===== config.mk =====
export PLATFORM = sky130hd
export DESIGN_NAME = rv32_mem_top
export DESIGN_NICKNAME = d
export VERILOG_FILES = /design/src/rtl/rv32_mem_top.sv
export SDC_FILE = /design/constraint.sdc
export NUM_CORES = 1
export LEC_CHECK = 0
export ABC_AREA = 0
export CORE_AREA = 8 8 182 184
export DETAILED_ROUTE_END_ITERATION = 6
export DIE_AREA = 0 0 190 192
export PLACE_DENSITY = 0.67
export SLEW_MARGIN = 40
export SYNTH_ARGS = -nofsm -noshare
export SYNTH_HDL_FRONTEND = slang
export SYNTH_SLANG_ARGS = --single-unit

===== constraint.sdc =====
create_clock -name clk -period 3.4 [get_ports clk]
set_input_delay 1.02 -clock clk [delete_from_list [all_inputs] [get_ports clk]]
set_output_delay 1.02 -clock clk [all_outputs]
set_load 0.01 [all_outputs]

===== src/rtl/rv32_mem_top.sv =====
// rv32_mem_top -- RV32 memory stage: issues data-bus accesses for LOAD/STORE,
// stalls the pipeline while a bus access is outstanding, and registers the
// result into the MEM/WB pipeline register.
//
// Ports:
//   clk, reset (async, active-low)
//   EX inputs    : valid_in, pc_in, iw_in, alu_in, rs2_data_in, wb_reg_in, wb_enable_in
//   Data bus     : dbus_req/we/io/addr/be/wdata (out), dbus_ack/rdata (in)
//   WB outputs   : pc_out, iw_out, alu_out, mem_rdata_out, io_rdata_out,
//                  wb_reg_out, wb_enable_out, wb_src_out (00 ALU, 01 mem, 10 IO)
//   stall_out    : holds EX and earlier stages while an access waits for ack
//   Forwarding   : df_mem_enable, df_mem_reg, df_mem_data, df_mem_is_load
//   Misalignment : misalign_out, misalign_addr
//
// Build option RV32_MEM_MISALIGN_TRAP_EN: when defined, misaligned halfword/word
// accesses are suppressed and reported via misalign_out/misalign_addr; when
// undefined they issue normally and the misalign outputs are tied to 0.
module rv32_mem_top (
    input  logic        clk,
    input  logic        reset,
    input  logic        valid_in,
    input  logic [31:0] pc_in,
    input  logic [31:0] iw_in,
    input  logic [31:0] alu_in,
    input  logic [31:0] rs2_data_in,
    input  logic [4:0]  wb_reg_in,
    input  logic        wb_enable_in,
    output logic        dbus_req,
    output logic        dbus_we,
    output logic        dbus_io,
    output logic [31:0] dbus_addr,
    output logic [3:0]  dbus_be,
    output logic [31:0] dbus_wdata,
    input  logic        dbus_ack,
    input  logic [31:0] dbus_rdata,
    output logic [31:0] pc_out,
    output logic [31:0] iw_out,
    output logic [31:0] alu_out,
    output logic [31:0] mem_rdata_out,
    output logic [31:0] io_rdata_out,
    output logic [4:0]  wb_reg_out,
    output logic        wb_enable_out,
    output logic [1:0]  wb_src_out,
    output logic        stall_out,
    output logic        df_mem_enable,
    output logic [4:0]  df_mem_reg,
    output logic [31:0] df_mem_data,
    output logic        df_mem_is_load,
    output logic        misalign_out,
    output logic [31:0] misalign_addr
);

    localparam logic [31:0] NOP       = 32'h0000_0013;
    localparam logic [6:0]  OPC_LOAD  = 7'b0000011;
    localparam logic [6:0]  OPC_STORE = 7'b0100011;

    typedef enum logic {S_IDLE, S_WAIT} state_t;

    state_t      state_q, state_d;

    logic        is_load, is_store, mem_op, is_io, misaligned, access;
    logic        in_access;
    logic [1:0]  size;
    logic [3:0]  be;

    logic [31:0] pc_d, pc_q;
    logic [31:0] iw_d, iw_q;
    logic [31:0] alu_d, alu_q;
    logic [31:0] mem_rdata_d, mem_rdata_q;
    logic [31:0] io_rdata_d, io_rdata_q;
    logic [4:0]  wb_reg_d, wb_reg_q;
    logic        wb_enable_d, wb_enable_q;
    logic [1:0]  wb_src_d, wb_src_q;

    // ---------------- decode ----------------
    always_comb begin
        is_load  = (iw_in[6:0] == OPC_LOAD);
        is_store = (iw_in[6:0] == OPC_STORE);
        mem_op   = valid_in & (is_load | is_store);
        is_io    = alu_in[31];
        size     = iw_in[13:12];   // 00 byte, 01 half, 1x word
`ifdef RV32_MEM_MISALIGN_TRAP_EN
        misaligned = mem_op & (((size == 2'b01) & alu_in[0]) |
                               (size[1] & (alu_in[1:0] != 2'b00)));
`else
        misaligned = 1'b0;
`endif
        access = mem_op & ~misaligned;

        case (size)
            2'b00:   be = 4'b0001 << alu_in[1:0];
            2'b01:   be = 4'b0011 << {alu_in[1], 1'b0};
            default: be = 4'b1111;
        endcase
    end

    // ---------------- FSM ----------------
    always_ff @(posedge clk or negedge reset) begin
        if (!reset) state_q <= S_IDLE;
        else        state_q <= state_d;
    end

    always_comb begin
        state_d = state_q;
        case (state_q)
            S_IDLE:  if (access && !dbus_ack) state_d = S_WAIT;
            S_WAIT:  if (dbus_ack)            state_d = S_IDLE;
            default: state_d = S_IDLE;
        endcase
    end

    // Request is gated by reset so an aborted access drops dbus_req at once,
    // even though EX may still present the memory instruction.
    always_comb begin
        in_access  = (state_q == S_WAIT) | access;
        dbus_req   = reset & in_access;
        stall_out  = dbus_req & ~dbus_ack;
        dbus_we    = valid_in & is_store;
        dbus_io    = mem_op & is_io;
        dbus_addr  = {alu_in[31:2], 2'b00};
        dbus_be    = mem_op ? be : 4'b0000;
        dbus_wdata = '0;
        if (valid_in && is_store) begin
            case (size)
                2'b00:   dbus_wdata = {4{rs2_data_in[7:0]}};
                2'b01:   dbus_wdata = {2{rs2_data_in[15:0]}};
                default: dbus_wdata = rs2_data_in;
            endcase
        end
    end

    // ---------------- forwarding ----------------
    always_comb begin
        df_mem_enable  = valid_in & wb_enable_in & (wb_reg_in != 5'd0);
        df_mem_reg     = wb_reg_in;
        df_mem_data    = alu_in;
        df_mem_is_load = valid_in & is_load;
    end

    // ---------------- WB register ----------------
    // A valid, unstalled memory instruction can only get here with dbus_ack
    // high, so dbus_rdata is valid whenever it is captured.
    always_comb begin
        pc_d        = '0;
        iw_d        = NOP;
        alu_d       = '0;
        mem_rdata_d = '0;
        io_rdata_d  = '0;
        wb_reg_d    = '0;
        wb_enable_d = 1'b0;
        wb_src_d    = 2'b00;
        if (valid_in && !stall_out && !misaligned) begin
            pc_d        = pc_in;
            iw_d        = iw_in;
            alu_d       = alu_in;
            wb_reg_d    = wb_reg_in;
            wb_enable_d = wb_enable_in & ~is_store & (wb_reg_in != 5'd0);
            if (mem_op) begin
                wb_src_d = is_io ? 2'b10 : 2'b01;
                if (is_io) io_rdata_d  = dbus_rdata;
                else       mem_rdata_d = dbus_rdata;
            end
        end
    end

    always_ff @(posedge clk or negedge reset) begin
        if (!reset) begin
            pc_q        <= '0;
            iw_q        <= NOP;
            alu_q       <= '0;
            mem_rdata_q <= '0;
            io_rdata_q  <= '0;
            wb_reg_q    <= '0;
            wb_enable_q <= 1'b0;
            wb_src_q    <= 2'b00;
        end else begin
            pc_q        <= pc_d;
            iw_q        <= iw_d;
            alu_q       <= alu_d;
            mem_rdata_q <= mem_rdata_d;
            io_rdata_q  <= io_rdata_d;
            wb_reg_q    <= wb_reg_d;
            wb_enable_q <= wb_enable_d;
            wb_src_q    <= wb_src_d;
        end
    end

    assign pc_out        = pc_q;
    assign iw_out        = iw_q;
    assign alu_out       = alu_q;
    assign mem_rdata_out = mem_rdata_q;
    assign io_rdata_out  = io_rdata_q;
    assign wb_reg_out    = wb_reg_q;
    assign wb_enable_out = wb_enable_q;
    assign wb_src_out    = wb_src_q;

    // ---------------- misalignment report ----------------
`ifdef RV32_MEM_MISALIGN_TRAP_EN
    logic        misalign_d, misalign_q;
    logic [31:0] misalign_addr_d, misalign_addr_q;

    always_comb begin
        misalign_d      = misaligned;
        misalign_addr_d = misaligned ? alu_in : '0;
    end

    always_ff @(posedge clk or negedge reset) begin
        if (!reset) begin
            misalign_q      <= 1'b0;
            misalign_addr_q <= '0;
        end else begin
            misalign_q      <= misalign_d;
            misalign_addr_q <= misalign_addr_d;
        end
    end

    assign misalign_out  = misalign_q;
    assign misalign_addr = misalign_addr_q;
`else
    assign misalign_out  = 1'b0;
    assign misalign_addr = '0;
`endif

endmodule


==> results of run 1 <==
-- registers in the layout, indices dropped and copies added, names as in the netlist --
signal         flops
wb_src_out         2
state_q            1
wb_enable_out      1
iw_out            32
mem_rdata_out     32
alu_out           32
wb_reg_out         5
io_rdata_out      32
pc_out            32
-- logic make-up (layout without fill, tap and decap cells) --
kind of cell	count (synthesis)	count (layout)	synth area share (%)
AND/OR/NAND/NOR	218	218	19.6
flip-flops	169	169	59.8
buffers and inverters	149	540	14.4
AO/OA/AOI/OAI	30	30	2.58
multiplexers	24	24	3.53
other	1	35	0.0530
-- through the flow --
stage               power (mW)  instances  setup WS, ns  util, %  TNS, ns
finish                    4.96       1412        -0.303     42.1    -8.11
global route              5.18       1412        -0.327     42.1    -9.40
CTS                       5.05       1412        -0.291     41.9    -8.35
detailed placement        2.91       1374         -1.07     39.2   -38.72
global placement          2.90       1374         -1.04     39.1   -38.06
floorplan                 2.42        625       -0.0399        -   -0.529
-- routing by layer --
| layer | up-vias | wire [um] |
|---|---|---|
| met5 | - | 23 |
| met4 | 4 | 898 |
| met3 | 46 | 2330 |
| met2 | 326 | 14500 |
| met1 | 2895 | 11700 |
| li1 | 2689 | - |
-- power by group --
group | internal [mW] | total, mW | leakage (nW) | switching [mW]
Combinational | 0.444 | 0.778 | 3.33 | 0.334
Clock | 1.20 | 2.09 | 0.306 | 0.894
Sequential | 2.07 | 2.09 | 2.24 | 0.0184
-- final cells by class --
type                    instances  area share [%]
inverters                       3           0.128
repair buffers                506            40.4
flip-flops and latches        169            33.3
clock buffers                  18            3.46
clock inverters                13            1.48
well taps                     396            3.90
multi-input cells             307            17.3
-- Yosys cell counts, types with 2 or more instances --
master                     instances  area, sq um
sky130_fd_sc_hd__or3_1             2         12.5
sky130_fd_sc_hd__inv_1             3         11.3
sky130_fd_sc_hd__buf_2             6         30.0
sky130_fd_sc_hd__nand2b_1          3         18.8
sky130_fd_sc_hd__nand2_1          11         41.3
sky130_fd_sc_hd__mux2_2            8         90.1
sky130_fd_sc_hd__and2_1           34          213
sky130_fd_sc_hd__o21a_1            4         30.0
sky130_fd_sc_hd__nor2_1           21         78.8
sky130_fd_sc_hd__a21oi_1          13         65.1
sky130_fd_sc_hd__o21ai_0           9         45.0
sky130_fd_sc_hd__buf_6             9          101
sky130_fd_sc_hd__mux2i_1          16          160
sky130_fd_sc_hd__clkbuf_1         28          105
sky130_fd_sc_hd__dfrtp_1         166         4150
sky130_fd_sc_hd__and4_1           31          272
sky130_fd_sc_hd__buf_4           103          773
sky130_fd_sc_hd__and3_1           98          613
sky130_fd_sc_hd__and3_2            4         30.0
sky130_fd_sc_hd__nor3_1            5         25.0
sky130_fd_sc_hd__dfstp_2           3         78.8
-- critical path, cell delays in order --
cell and delay, ns:
sky130_fd_sc_hd__buf_6 0.09, sky130_fd_sc_hd__or4_4 0.58, sky130_fd_sc_hd__or3_4 0.45, sky130_fd_sc_hd__buf_12 0.15, sky130_fd_sc_hd__buf_16 0.14, sky130_fd_sc_hd__a21oi_2 0.10, sky130_fd_sc_hd__buf_2 0.14
-- repair_timing --
item,4_1_cts,5_1_grt
gates cloned,3,0
buffers inserted,4,0
endpoints found under the setup margin,44,42
resized for setup,218,15
pin swaps,4,9
-- worst paths after layout --
kind	endpoint	slack [ns]	cells past startpoint
min reg2reg	state_q$_DFF_PN0_	0.74	1
min in group clk	state_q$_DFF_PN0_	0.74	1
max in group asynchronous	wb_reg_out[0]$_DFF_PN0_	1.84	3
min	io_rdata_out[28]$_DFF_PN0_	0.40	1
max	dbus_wdata[10]	-0.30	7
max reg2reg	alu_out[15]$_DFF_PN0_	1.99	3
==> results.txt, run 1 <==
The flow ran to the end, but the final reports show violations. The final reports fail on setup timing. In the final layout, the share of cells above drive strength 1 is 19.2%. The part of the Yosys area used for sequential elements came out at 59.8%. Using the TritonRoute via totals, the vias-per-cell ratio works out to 4.22. The wire length reported by the detailed router is 29500 um. The number of buffers inserted by port buffering is 446.

The height of the chip came out at 192 um. For this block, the initial DRC count from the detailed router was 308. The met3 usage in global routing came out at 5.56%. The worst setup path is captured at an output port. The clock root buffer master is sky130_fd_sc_hd__clkbuf_16. The static leakage is 5.88 nW. The residual DRC count is 0. The first global-routing pass estimated 42600 um of wire.

The initial antenna violation count came out at 2. The number of antenna-violating nets in the routed design came out at 0. In this run the number of H-tree levels came out at 4. The type of the worst setup path is in2out. The starting density of the core came out at 23.4%. The number of synthesized register bits came out at 169. In this run, distinct cell masters in the synthesized netlist total 35.

The area occupied by registers is 4230 sq um. STA classifies the critical path startpoint as an input port. The maximum root-to-sink buffer count is 2.

Summed over all layers, the global routing overflow is 0. Setup repair after global routing could not meet its margin everywhere. Headroom to the max-slew limit came out at 52.9%.

After synthesis, the share of flip-flops with an asynchronous set or reset is 100%. TritonCTS created 17 clock buffers. STA puts the critical path data arrival time at 2.68 ns. TritonCTS built the clock tree. The post-synthesis instance area came out at 7080 sq um. The width of the die came out at 190 um. The global routing stage identified its most utilized layer as met2. The biggest fanout along the worst timing path is 6. The commonest non-fill, non-tap cell in the layout is sky130_fd_sc_hd__clkdlybuf4s50_1.

The site row count is 64. The final layout contains 1174 nets. The final worst-path cycle share came out at 109%. The setup-violating endpoint count in the final report is 37. Dividing total power by cell area gives a power density of 391 nW/um^2. The worst-case setup margin in the final layout came out at -0.303 ns. The aggregate global-route resource usage is 15.4%. The total via count in the routed design came out at 5960.

The pin slew with the least headroom to its limit is 0.707 ns. Counting every sink on the clock net gives 169. In the synthesized netlist the dominant register cell turns out to be sky130_fd_sc_hd__dfrtp_1. The clock-pin slew on the worst setup and hold paths is 0.07 ns. In this run the count of I/O pins placed on the die edge is 482.

The routing usage on met1 came out at 17.7%. After detailed placement, the total cell area comes to 11800 sq um. The number of hold-repair buffers added at the cts stage came out at 0.

The number of warning messages in the yosys log is 0. The combined area of the multi-input logic cells is 2200 sq um. In this run the critical register-to-register path is launched from state_q$_DFF_PN0_. The top cell types in the final layout, fill and taps aside, are sky130_fd_sc_hd__clkdlybuf4s50_1 (393), sky130_fd_sc_hd__dfrtp_1 (166), sky130_fd_sc_hd__and3_1 (98). The signed area change from the synthesized netlist to the final layout came out at 79.5%. The max-cap violation count is 0. Tracing the worst setup path back leads to its startpoint at iw_in[3].

The first-pass detailed-route iteration total came out at 4. At the end of routability-driven placement, the weighted congestion stood at 0.826. The synthesized design contains 0 enable-type register cells. The worst hold path belongs to the class in2async.

The per-cell routed wire length came out at 20.9 um. The antenna diode instance count is 0. The area enclosed by the die boundary came out at 36500 sq um. The minimum clock period after layout came out at 3.70 ns. The later-pin clock latency in the skew report came out at 0.42 ns.

Dividing the synthesized area by the synthesized cell count gives 12.0 sq um. The floorplan step defined a core boundary enclosing 30200 sq um. The final-layout fill cell count is 2855.

The HPWL after detailed placement is 22800 um. Hold timing on the final database bottoms out at a slack of 0.403 ns. The maximum clock rate came out at 0.270 GHz.

The clock tree skew after final layout is 0.00746 ns. The area of all placed cells without fillers came out at 12700 sq um. The number of pins exceeding their max-slew limit in the final report is 0. The synthesized instance count came out at 591. At the worst endpoint, the required time is 2.38 ns. The number of hold-slack violations in the final timing report came out at 0.

The pin count of the biggest net entering global routing is 100. The routing usage on met2 is 25.9%. The via count of the first global-routing pass came out at 6609. IR analysis of the VDD net gives a maximum drop of 0.000258 V.
No activity file was read; power rests on OpenSTA's default activity.
==> inputs of run 2 (changes only) <==
SETUP_SLACK_MARGIN = 0.1   (was not set)
==> results.txt, run 2 (synthesized netlist as in run 1, its figures left out) <==
The maximum level of the CTS H-tree is 4. The wire length reported by the detailed router is 29500 um. After filler insertion, the fill cell instance count of the layout stands at 2856. The weighted congestion at the end of routability-driven global placement came out at 0.826. The net count reported at finish came out at 1174. The DRC marker count from the first detailed-route iteration came out at 306. The via count of the first global-routing pass is 6609. The number of buffers inserted during clock tree synthesis came out at 17. The via-per-instance ratio came out at 4.22.

The first-pass GRT wire length is 42600 um. The initial antenna violation count is 2. In this run the worst hold path is classified as in2async. After layout, the minimum clock period comes to 3.70 ns. The met3 usage in global routing is 5.56%. The count of cells along the worst register-to-register path is 3. The final reports fail on setup timing. In the routed design, unresolved DRC markers number 0. The number of hold-slack violations in the final timing report is 0. 0 antenna diodes ended up in the layout. The final worst-path cycle share came out at 109%.

The later-pin clock latency in the skew report came out at 0.42 ns. The startpoint type of the worst setup path is an input port. The number of buffers inserted by port buffering came out at 446.

The most heavily used metal layer in global routing is met2. The number of top-level pins came out at 482. Relative to the synthesized area, the layout overhead comes to 79.6%. For the pin with the worst max-slew slack, the measured transition is 0.708 ns. The starting density of the core is 23.4%.

After global routing the overflow that remains totals 0. TritonCTS built the clock tree. The total power divided by cell area is 391 nW/um^2. Leaving out fill and tap cells, the most frequent cell in the layout is sky130_fd_sc_hd__clkdlybuf4s50_1. The largest individual stage delay along the critical path comes from the cell sky130_fd_sc_hd__or4_4. The maximum clock rate came out at 0.270 GHz. The finished layout holds 1412 standard cells, fillers aside. The number of placed instances with taps included came out at 1374. Global routing consumed, on the met2 layer, 25.9% of the routing resources. The width of the die is 190 um.

The tool flagged a number of max-cap violations equal to 0. The clock tree skew after final layout came out at 0.00786 ns. Summed over all nets, the half-perimeter wirelength after detailed placement is 22800 um. The critical path is of the in2out type.

The total via count in the routed design is 5953. VDD sags by at most 0.000259 V. The data arrival at the endpoint of the critical path is 2.68 ns. The die is 192 um tall. The standard cell core area came out at 30200 sq um. The biggest cell delay along the critical path came out at 0.58 ns. The number of antenna-violating nets in the routed design is 0. The final standard cell utilization of the core is 42.1%. The area enclosed by the die boundary came out at 36500 sq um. The count of clock tree sinks came out at 169. Summed over all cells, the static leakage comes to 5.87 nW. Grouping stages by cell kind, the critical path spends the most delay in simple AND/OR/NAND/NOR gates.

Cells with a size suffix above 1 make up 19.3% of the layout. The floorplan has 64 rows. The worst-case setup margin in the final layout is -0.303 ns. After detailed routing, the average wire length per cell comes to 20.9 um. The pin count of the biggest net entering global routing is 100. The routing usage on met1 came out at 17.7%. The pre-antenna-repair detailed-routing pass consisted of 4 iterations. The logic depth of the worst setup path including buffers is 7.

The biggest fanout along the worst timing path came out at 6. The signal on the critical path passes through buf_6, or4_4, or3_4, buf_12, buf_16, a21oi_2, buf_2. Clock tree synthesis selected as its root buffer the cell sky130_fd_sc_hd__clkbuf_16.

The aggregate global-route resource usage is 15.4%. Timing analysis after detailed placement gives a worst setup slack of -1.07 ns. Setup repair after global routing could not meet its margin everywhere.

The worst setup path is captured at an output port. The library cells used most frequently in the layout, excluding fill and tap cells, are sky130_fd_sc_hd__clkdlybuf4s50_1 (391), sky130_fd_sc_hd__dfrtp_1 (166), sky130_fd_sc_hd__and3_1 (98). The setup-violating endpoint count in the final report came out at 37.

The clock-pin slew on the worst setup and hold paths came out at 0.07 ns. The critical path contains buffers and inverters numbering 4 combined. The maximum root-to-sink buffer count came out at 2. The required time of the critical path came out at 2.38 ns. Measured against its own limit, the worst slew margin works out to 52.8%. The number of pins exceeding their max-slew limit in the final report came out at 0. The worst reg-to-reg setup slack came out at 1.98 ns. The power consumption is 4.96 mW. The flow ran to the end, but the final reports show violations.
## run 2: changes by cell type in the layout (fill, tap and decap cells not counted), sizes merged
cell           change
dlygate4sd2        +3
dlymetal6s2s       -1
clkdlybuf4s50      -2
## run 2: final timing paths
check | endpoint | from
setup / recovery | dbus_wdata[10] | iw_in[3]
hold / removal | io_rdata_out[28]$_DFF_PN0_ | reset
setup reg to reg | alu_out[15]$_DFF_PN0_ | state_q$_DFF_PN0_
hold reg to reg | state_q$_DFF_PN0_ | state_q$_DFF_PN0_
max in group asynchronous | wb_reg_out[0]$_DFF_PN0_ | reset
min in group clk | state_q$_DFF_PN0_ | state_q$_DFF_PN0_
## run 2: final cells by class
type / count / area (sq um) / area share (%)
Timing Repair Buffer: 506 / 5130 / 40.4
Sequential cell: 169 / 4230 / 33.3
Multi-Input combinational cell: 307 / 2210 / 17.4
Tap cell: 396 / 495 / 3.90
Clock buffer: 18 / 439 / 3.45
Clock inverter: 13 / 188 / 1.48
Inverter: 3 / 16.3 / 0.128
## run 2: per-layer routing
metal / wire length [um] / part of all wire [%] / up-vias
li1: - / - / 2690
met1: 11700 / 40 / 2893
met5: 23 / 0.078 / -
met3: 2320 / 7.9 / 46
met4: 898 / 3.0 / 4
met2: 14500 / 49 / 320
## run 2: timing repair
item                       in CTS  in global routing
resized for setup             223                 15
gates cloned                    3                  0
hold buffers                    0                  0
pin swaps                       5                  9
setup buffers                   4                  0
setup endpoints to repair      44                 41
## run 2: stage by stage
step	area, sq um	hold WS, ns	setup TNS [ns]
after floorplan	7390	0.561	-0.529
after global placement	11800	0.729	-38.06
after detailed placement	11800	0.718	-38.72
after CTS	12700	0.383	-8.35
after global routing	12700	0.377	-9.42
final	12700	0.403	-8.11
## run 2: where the power goes
part	leakage [nW]	internal (mW)	switching, mW	total, mW
sequential	2.24	2.07	0.0184	2.09
clock	0.306	1.20	0.895	2.09
combinational	3.32	0.444	0.335	0.779
total	5.87	3.72	1.25	4.96
## run 2: worst register-to-register path, cell delays in order, from the launching register on
cell and delay [ns]:
sky130_fd_sc_hd__dfrtp_1 0.49, sky130_fd_sc_hd__a21boi_4 0.20, sky130_fd_sc_hd__buf_12 0.29, sky130_fd_sc_hd__and3_1 0.36
==> inputs of run 3 (changes only) <==
ABC_AREA = 1   (was 0)
CORE_AREA = 8 8 184 186   (was 8 8 182 184)
DIE_AREA = 0 0 192 194   (was 0 0 190 192)
PLACE_DENSITY = 0.65   (was 0.67)
==> results.txt, run 3 <==
The flow ran to the end, and the final reports show no timing, DRC or antenna violations. The standard cell core area is 31100 sq um. The number of buffers inserted during clock tree synthesis is 17. After clock tree synthesis, the flow added hold-fix buffers numbering 0. The final-layout fill cell count is 3088. After global routing the overflow that remains totals 0. Cells with a size suffix above 1 make up 14.4% of the layout.

By startpoint and endpoint, the worst setup path is classified as in2out. The count of flip-flops with a built-in enable after synthesis is 0. The total via count in the routed design came out at 5929. The antenna diode instance count came out at 0.

Of all cell types, the one taking the most synthesized area is sky130_fd_sc_hd__dfrtp_1. The first-pass GRT wire length is 39000 um. Setup total negative slack on the finished layout was measured at 0 ns. The placed standard-cell area came out at 11500 sq um. The commonest register cell after synthesis is sky130_fd_sc_hd__dfrtp_1.

The net count reported at finish is 1327. Combinational logic burns 15.9% of the power. The via count of the first global-routing pass came out at 6639.

TritonCTS built the clock tree. The number of synthesized register bits is 169. The worst setup path is launched from an input port.

In this run switching power makes up 26.2% of total power. In this run the worst path has a maximum fanout of 2. The site row count is 65.

Setup slack closes at 0.143 ns. Dividing the detail-routed wire length by the instance count gives 16.8 um. Data arrives at the worst endpoint at 2.24 ns. The clock-pin slew on the worst setup and hold paths is 0.06 ns.

The number of antenna-violating nets in the routed design came out at 0. Compared with the post-synthesis result, the final layout area differs by 77.7%. The number of pins exceeding their max-slew limit in the final report is 0. The pin slew with the least headroom to its limit came out at 0.644 ns. Setup repair after global routing could not meet its margin everywhere. The clock arrives with 0.0207 ns of skew. The tree built by TritonCTS fans out to 169 sinks. Derived from the worst setup path, the maximum achievable clock frequency is 0.307 GHz.

Before antenna repair, the detailed router went through 4 iterations. In this run the tightest slew margin relative to its limit is 57.1%. The maximum root-to-sink buffer count came out at 2.

For this run, the share of the core covered by cells in the final layout is 38.9%. The reported net switching power is 1.25 mW. For the worst-skew pair, the clock arrives at the later sink with an insertion delay of 0.43 ns. The weighted congestion at the end of routability-driven global placement came out at 0.839. The HPWL after detailed placement is 21500 um.

Sorting the synthesized cells by area gives the leading types as sky130_fd_sc_hd__dfrtp_1 (61%), sky130_fd_sc_hd__nor2_1 (12%), sky130_fd_sc_hd__buf_4 (11%). The post-synthesis instance area is 6800 sq um. The static leakage is 6.15 nW.

The post-route worst hold slack is 0.643 ns. For this design the top-level I/O count stands at 482. The wire length reported by the detailed router is 26400 um. The area occupied by registers is 4230 sq um. The height of the chip is 194 um. The share of the synthesized area in the top cell type is 61.1%.

The required time of the critical path is 2.38 ns. The total power divided by cell area is 396 nW/um^2. Measured along the x axis, the die boundary spans 192 um. The area enclosed by the die boundary came out at 37200 sq um. The design draws 4.79 mW. The part of the Yosys area used for sequential elements is 62.2%.

The number of hold-slack violations in the final timing report is 0. In this run the tool buffered the top-level ports with 446 buffer cells. For this block, the initial DRC count from the detailed router was 201. The type of element capturing the critical path is an output port. The setup slack at placement came out at -0.735 ns. The residual DRC count came out at 0. The path type of the worst min-delay path is reg2reg. The number of distinct library cells after synthesis is 20.

The mean instance size in the synthesized netlist came out at 9.45 sq um. The combined area of the multi-input logic cells came out at 1350 sq um. In the post-synthesis netlist, the cell with the most instances is sky130_fd_sc_hd__nor2_1. The library cell used most frequently in the layout, excluding fill and tap cells, is sky130_fd_sc_hd__clkdlybuf4s50_1. The starting density of the core came out at 21.9%.

The max-cap violation count came out at 0. Counting every instance in the synthesized netlist gives 720. The worst vdd rail ir drop came out at 0.000299 V. The initial antenna violation count came out at 0. The area of all placed cells without fillers came out at 12100 sq um. For this run, the number of Yosys warnings is 0. The finished layout holds 1572 standard cells, fillers aside. The number of placed instances with taps included is 1531. The library cells used most frequently in the layout, excluding fill and tap cells, are sky130_fd_sc_hd__clkdlybuf4s50_1 (392), sky130_fd_sc_hd__nor2_1 (207), sky130_fd_sc_hd__dfrtp_1 (166). The clock power share is 40.3%.

The pin count of the biggest net entering global routing came out at 63. The H-tree was split into 4 levels. Ranked by instance count, the synthesized netlist is headed by sky130_fd_sc_hd__nor2_1 (211), sky130_fd_sc_hd__dfrtp_1 (166), sky130_fd_sc_hd__inv_1 (154). The cell-internal power is 3.53 mW. The via-per-instance ratio is 3.77. The fraction of synthesis flops using an asynchronous set or reset pin is 100%.

Sequential cells burn 43.7% of the power. The final worst-path cycle share is 95.8%. The root buffer cell chosen for the clock tree is sky130_fd_sc_hd__clkbuf_16. Setup violations remaining at the end of the flow were counted as 0. The minimum clock period after layout is 3.26 ns.

The aggregate global-route resource usage came out at 13.8%.
run 3: path summary, 6_finish.rpt:
kind	to	slack [ns]	cells after the start	start
min	state_q$_DFF_PN0_	0.64	4	state_q$_DFF_PN0_
min reg2reg	state_q$_DFF_PN0_	0.64	4	state_q$_DFF_PN0_
max	df_mem_data[0]	0.14	4	alu_in[0]
max reg2reg	io_rdata_out[10]$_DFF_PN0_	2.05	8	state_q$_DFF_PN0_
max in group asynchronous	alu_out[5]$_DFF_PN0_	1.74	3	reset
min in group asynchronous	iw_out[5]$_DFF_PN0_	0.66	2	reset
run 3: area by class of cell:
type,instances,area share [%]
tap,402,4.16
clock inverter,15,1.31
sequential,169,35.0
clock buffer,17,3.52
multi-input combinational,307,11.1
timing repair buffer,507,40.0
inverter,155,4.82
run 3: cell families (layout without fill, tap and decap cells):
group | after synthesis | after routing | share of synthesized area (%)
buffers and inverters | 278 | 694 | 21.4
and+or+nand+nor | 236 | 236 | 13.5
other | 1 | 35 | 0.0551
DFF | 169 | 169 | 62.2
AOI/OAI and AO/OA | 36 | 36 | 2.80
run 3: what timing repair did:
action	in CTS	in global routing
pin swaps	11	10
cloned	1	0
setup endpoints to repair	43	32
buffers inserted	8	0
gates resized for setup	195	21
run 3: power groups by stage:
stage                     registers, mW  clock network (mW)  logic [mW]
after floorplan                    2.17                   0       0.240
after global placement             2.13                   0       0.756
after detailed placement           2.13                   0       0.759
after CTS                          2.09                2.00       0.771
after global routing               2.10                2.08       0.820
final                              2.09                1.93       0.763
run 3: worst max-delay path: stages:
cell and delay [ns]:
sky130_fd_sc_hd__clkdlybuf4s50_1 0.49, sky130_fd_sc_hd__buf_4 0.12, sky130_fd_sc_hd__buf_4 0.09, sky130_fd_sc_hd__clkdlybuf4s50_1 0.52
run 3: layer usage:
metal	GRT usage, %	wire length (um)	share of wire, %	vias up
met1	14.2	9600	36	2769
li1	-	-	-	2811
met3	5.41	2720	10	33
met4	4.84	604	2.3	0
met5	0	0	0	-
met2	24.8	13500	51	316
